$ cat src/rtl/led_pkg.sv
// Shared encodings for LED pattern blocks: the mode select and the scanner/breathe direction.
package led_pkg;

    typedef enum logic [1:0] {
        MODE_BIN     = 2'd0,
        MODE_GRAY    = 2'd1,
        MODE_SCAN    = 2'd2,
        MODE_BREATHE = 2'd3
    } led_mode_e;

    typedef enum logic {
        DirUp   = 1'b0,
        DirDown = 1'b1
    } led_dir_e;

endpackage

$ cat src/rtl/tick_div.sv
// Prescaler: counts 0..DIV_CNT-1 while enabled and flags the terminal count as a one-cycle tick.
module tick_div #(
    parameter int unsigned DIV_CNT = 4194304
) (
    input  logic CLK,
    input  logic RST,
    input  logic EN,
    input  logic CLR,
    output logic TICK
);

    localparam int unsigned CntW = (DIV_CNT > 1) ? $clog2(DIV_CNT) : 1;
    localparam logic [CntW-1:0] CntLast = CntW'(DIV_CNT - 1);

    logic [CntW-1:0] cnt_q;
    logic [CntW-1:0] cnt_d;
    logic            at_last;

    assign at_last = (cnt_q == CntLast);

    always_comb begin
        cnt_d = cnt_q;
        if (CLR) begin
            cnt_d = '0;
        end else if (EN) begin
            cnt_d = at_last ? '0 : cnt_q + 1'b1;
        end
    end

    always_ff @(posedge CLK or posedge RST) begin
        if (RST) begin
            cnt_q <= '0;
        end else begin
            cnt_q <= cnt_d;
        end
    end

    // A clear wins over a coincident terminal count; reset must also hide the tick when DIV_CNT=1.
    assign TICK = at_last & EN & ~CLR & ~RST;

endmodule

$ cat src/rtl/led_pattern.sv
// LED pattern generator: binary, Gray, bouncing scanner and PWM breathe modes stepped by a
// prescaled tick, with a registered output one edge behind the pattern state.
module led_pattern
    import led_pkg::*;
#(
    parameter int unsigned WIDTH    = 8,
    parameter int unsigned DIV_CNT  = 4194304,
    parameter int unsigned PWM_BITS = 8
) (
    input  logic             CLK,
    input  logic             RST,
    input  logic [1:0]       MODE,
    input  logic             HOLD,
    output logic [WIDTH-1:0] OUT,
    output logic             TICK
);

    localparam int unsigned PosW = (WIDTH > 1) ? $clog2(WIDTH) : 1;
    localparam logic [PosW-1:0]     PosLast = PosW'(WIDTH - 1);
    localparam logic [PWM_BITS-1:0] DutyMax = '1;

    led_mode_e           mode_q;
    led_mode_e           mode_d;
    logic [WIDTH-1:0]    cnt_q;
    logic [WIDTH-1:0]    cnt_d;
    logic [PosW-1:0]     pos_q;
    logic [PosW-1:0]     pos_d;
    led_dir_e            dir_q;
    led_dir_e            dir_d;
    logic [PWM_BITS-1:0] duty_q;
    logic [PWM_BITS-1:0] duty_d;
    logic [PWM_BITS-1:0] pwm_q;
    logic [PWM_BITS-1:0] pwm_d;
    logic [WIDTH-1:0]    out_q;
    logic [WIDTH-1:0]    out_d;
    logic                mode_change;
    logic                step;

    assign mode_change = (MODE != mode_q);

    tick_div #(
        .DIV_CNT(DIV_CNT)
    ) u_tick_div (
        .CLK (CLK),
        .RST (RST),
        .EN  (~HOLD),
        .CLR (mode_change),
        .TICK(step)
    );

    assign TICK = step;
    assign OUT  = out_q;

    // Step state; a mode change reinitialises everything and overrides a coincident step.
    always_comb begin
        mode_d = mode_q;
        cnt_d  = cnt_q;
        pos_d  = pos_q;
        dir_d  = dir_q;
        duty_d = duty_q;
        if (mode_change) begin
            mode_d = led_mode_e'(MODE);
            cnt_d  = '0;
            pos_d  = '0;
            dir_d  = DirUp;
            duty_d = '0;
        end else if (step) begin
            unique case (mode_q)
                MODE_BIN, MODE_GRAY: begin
                    cnt_d = cnt_q + 1'b1;
                end
                MODE_SCAN: begin
                    if (WIDTH == 1) begin
                        pos_d = '0;
                    end else if (dir_q == DirUp) begin
                        if (pos_q == PosLast) begin
                            dir_d = DirDown;
                            pos_d = pos_q - 1'b1;
                        end else begin
                            pos_d = pos_q + 1'b1;
                        end
                    end else begin
                        if (pos_q == '0) begin
                            dir_d = DirUp;
                            pos_d = pos_q + 1'b1;
                        end else begin
                            pos_d = pos_q - 1'b1;
                        end
                    end
                end
                MODE_BREATHE: begin
                    if (dir_q == DirUp) begin
                        if (duty_q == DutyMax) begin
                            dir_d  = DirDown;
                            duty_d = duty_q - 1'b1;
                        end else begin
                            duty_d = duty_q + 1'b1;
                        end
                    end else begin
                        if (duty_q == '0) begin
                            dir_d  = DirUp;
                            duty_d = duty_q + 1'b1;
                        end else begin
                            duty_d = duty_q - 1'b1;
                        end
                    end
                end
                default: begin
                    cnt_d = cnt_q;
                end
            endcase
        end
    end

    // The PWM counter free-runs regardless of HOLD or mode changes.
    always_comb begin
        pwm_d = pwm_q + 1'b1;
    end

    always_comb begin
        out_d = '0;
        unique case (mode_q)
            MODE_BIN:     out_d = cnt_q;
            MODE_GRAY:    out_d = cnt_q ^ (cnt_q >> 1);
            MODE_SCAN:    out_d[pos_q] = 1'b1;
            MODE_BREATHE: out_d = {WIDTH{pwm_q < duty_q}};
            default:      out_d = '0;
        endcase
    end

    always_ff @(posedge CLK or posedge RST) begin
        if (RST) begin
            mode_q <= MODE_BIN;
            cnt_q  <= '0;
            pos_q  <= '0;
            dir_q  <= DirUp;
            duty_q <= '0;
            pwm_q  <= '0;
            out_q  <= '0;
        end else begin
            mode_q <= mode_d;
            cnt_q  <= cnt_d;
            pos_q  <= pos_d;
            dir_q  <= dir_d;
            duty_q <= duty_d;
            pwm_q  <= pwm_d;
            out_q  <= out_d;
        end
    end

endmodule

$ cat config.mk
export PLATFORM = sky130hd
export DESIGN_NAME = led_pattern
export DESIGN_NICKNAME = d
export VERILOG_FILES = /design/src/rtl/led_pkg.sv /design/src/rtl/tick_div.sv /design/src/rtl/led_pattern.sv
export SDC_FILE = /design/constraint.sdc
export NUM_CORES = 1
export LEC_CHECK = 0
export CAP_MARGIN = 10
export CORE_MARGIN = 1.5
export CORE_UTILIZATION = 60
export DETAILED_ROUTE_END_ITERATION = 8
export PLACE_DENSITY_LB_ADDON = 0.2
export SETUP_SLACK_MARGIN = 0.2
export SLEW_MARGIN = 30
export SYNTH_ARGS = -nofsm -noshare
export SYNTH_HDL_FRONTEND = slang
export SYNTH_SLANG_ARGS = --single-unit
$ cat constraint.sdc
create_clock -name CLK -period 3.04 [get_ports CLK]
set_clock_uncertainty 0.15 [all_clocks]
set_input_delay 0.608 -clock CLK [delete_from_list [all_inputs] [get_ports CLK]]
set_output_delay 0.608 -clock CLK [all_outputs]
set_load 0.03 [all_outputs]
==> run_results.csv <==
group,metric,value,unit
synth,yosys-top-cells-area,"dfrtp_1 (42%), ha_1 (7.7%), xor2_1 (4.2%)",
floorplanning,chipHeight,80.0,um
critical_path,path_class,"register to primary output",
critical_path,cp.required,2280,ps
run,max-cap-violations,0,
hold_path,worst_hold_path_type,"register to register",
sta,maxSlewHeadroom,0.513,
sta,final-hold-violation-count,0,
synth,synth.net_count,400,
floorplanning,die_w,80.0,um
sta,finalSetupTns,0,ps
synth,synth_async_sr_flop_share,1.00,
sta,timing_worst_slew_pin_value,731,ps
sta,final-setup-viol-count,0,
clock_network,tritoncts,"yes",
grt,grt_pass1_wl,12.2,mm
critical_path,arrival,2000,ps
layout,fin_nets,422,
outcome,status,"complete, no violations",
clock_network,clock_sinks,60,
route,drt_pre_antenna_iters,4,
grt,grt_start_max_net_pins,34,
sta,max_clock_freq,0.362,GHz
synth,netlist_area,3560,um^2
sta,timing.final.max_slew_violations,0,
synth,yosys-top-cells-count,"dfrtp_1 (60), nor2_1 (39), o21ai_0 (29)",
route,vias,2776,
clock_network,insertion_delay,340,ps
synth,synth_edf_count,0,
synth,synth_area_per_cell,9.53,um^2
clock_network,htreeDepth,3,
grt,grt_util_all_layers,0.248,
sta,timing.final.crit_period,2760,ps
floorplanning,core_area,5610,um^2
floorplanning,design.portCount,14,
route,wl,7.12,mm
critical_path,crit_path_max_fanout,5,
route,final_antenna_net_count,0,
synth,netlist.area_leader.share,0.422,
placed_design,place_congestion,0.846,
synth,synthFlopType,"dfrtp_1",
synth,yosys_warnings,0,
sta,hold-worst-slack,327,ps
critical_path,start_kind,"register",
sta,rsz0062_at_grt,"true",
clock_network,cts-root-to-sink-buffers,2,
placed_design,io_buffer_count,13,
route,post_drt_wl_per_cell,15.1,um
critical_path,crit_start,"u_tick_div.cnt_q[1]",
critical_path,timing.reg2reg.setup_slack,550,ps
hold_path,hold_start,"pwm_q[7]",
layout,area_added_between_synthesis_and_finish,14.3,%
grt,antenna_found_initial,0,
route,drtIter0Drc,125,
route,post-route-drc-count,0,
clock_network,cts_made_buffers,9,
power,p_per_area,436,nW/um^2
synth,synth_cell_type_count,52,
sta,finalCritPeriodShare,0.908,
grt,vias_in_the_first_global_route,2643,
layout,layout-drive-gt1-share,0.120,
placed_design,detailed_place_hpwl,4.99,mm
grt,met3_usage,0.0617,
grt,busiest_layer,"met2",
synth,post_synth_inst_count,373,
floorplanning,start_util,0.634,
synth,synth.yosys.seq_area_share,0.422,
clock_network,clk_root_buffer_cell,"clkbuf_8",
synth,synth_most_common_cell,"dfrtp_1",
layout,diodes,0,
floorplanning,rows,27,
grt,grtUsageMet2,0.397,
synth,synth.largest_area_cell,"dfrtp_1",
critical_path,crit-reg2reg-launch,"duty_q[0]",
route,via_per_inst,5.88,
power,max-vdd-ir-drop,0.000368,V
floorplanning,design.die.area,6400,um^2
clock_network,cts.clk_slew.worst_paths,70,ps
grt,globalRouteMet1Util,0.333,
synth,yosys_register_bits,60,
power,p_leak,1.80,nW
grt,grt_overflow,0,
critical_path,crit_path_end_kind,"primary output",
==> path summary, 6_finish.rpt <==
| path | endpoint | cells after the start |
|---|---|---|
| max | TICK | 6 |
| min reg2reg | pwm_q[7] | 1 |
| min | pwm_q[7] | 1 |
| max in group asynchronous | cnt_q[3] | 3 |
| min in group asynchronous | u_tick_div.cnt_q[10] | 2 |
| max reg2reg | duty_q[6] | 7 |
==> where the power goes <==
group	total (W)	internal, W	switching, W	leakage (nW)
Combinational	0.000119	0.0000412	0.0000779	0.860
Clock	0.000844	0.000526	0.000318	0.122
Sequential	0.000809	0.000805	0.00000390	0.814
Total	0.00177	0.00137	0.000400	1.80
==> logic make-up after synthesis <==
| kind of cell | after synthesis | share of synthesized area |
|---|---|---|
| AO/OA/AOI/OAI | 87 | 0.154 |
| flip-flops | 60 | 0.422 |
| multiplexers | 8 | 0.0236 |
| XOR/XNOR | 31 | 0.0785 |
| buffers and inverters | 29 | 0.0348 |
| adder cells (fa/ha/maj) | 22 | 0.0774 |
| AND/OR/NAND/NOR | 136 | 0.210 |
==> cell type report <==
type	count	area (um^2)
Inverter	14	52.6
Clock inverter	4	70.1
Tap cell	72	90.1
Fill cell	410	1540
Timing Repair Buffer	26	236
Clock buffer	12	165
Sequential cell	60	1500
Multi-Input combinational cell	284	1950
==> flip-flops by register name, summed over array words and instances, names as in the netlist <==
register,flops
cnt_q,8
pwm_q,8
dir_q,1
OUT,8
pos_q,3
duty_q,8
u_tick_div.cnt_q,22
mode_q,2
==> layer usage <==
layer / vias up / wire, um
li1: 1385 / -
met1: 1336 / 3440
met2: 51 / 3330
met3: 4 / 290
met4: 0 / 59
met5: - / 0
==> worst max-delay path, stage by stage, from the launching register on <==
cell	delay, ps
dfrtp_1	390
ha_1	180
nand3_1	140
nand4b_4	260
nor4b_4	340
buf_4	190
buf_4	160
==> what timing repair did <==
item                                    4_1_cts  5_1_grt
endpoints found under the setup margin        1        2
buffers inserted                              0        2
hold endpoints to repair                      0        0
pin swaps                                     1        1
hold buffers                                  0        0
gates resized for setup                       1        2
==> layout by cell type, fill, tap and decap left out, types with 11 or more instances in the layout <==
master / Yosys / layout
dfrtp_1: 60 / 60
nor2_1: 39 / 39
o21ai_0: 29 / 29
ha_1: 22 / 22
nand2_1: 20 / 20
nand3_1: 20 / 20
a21oi_1: 20 / 20
xor2_1: 17 / 17
inv_1: 14 / 13
buf_4: 1 / 13
xnor2_1: 13 / 12
clkbuf_8: 0 / 12
clkdlybuf4s50_1: 0 / 11
==> per-stage QoR <==
step                instance area (um^2)  setup WS, ps  std cells  total power [W]   util
CTS                                 4040           214        470          0.00178  0.720
floorplan                           3560           471        373         0.000896      -
finish                              4060           279        472          0.00177  0.725
global route                        4060           195        472          0.00184  0.725
global placement                    3800           215        454         0.000939  0.677
detailed placement                  3810           183        454         0.000942  0.679
Note: power is estimated with default switching activity, not from simulation.
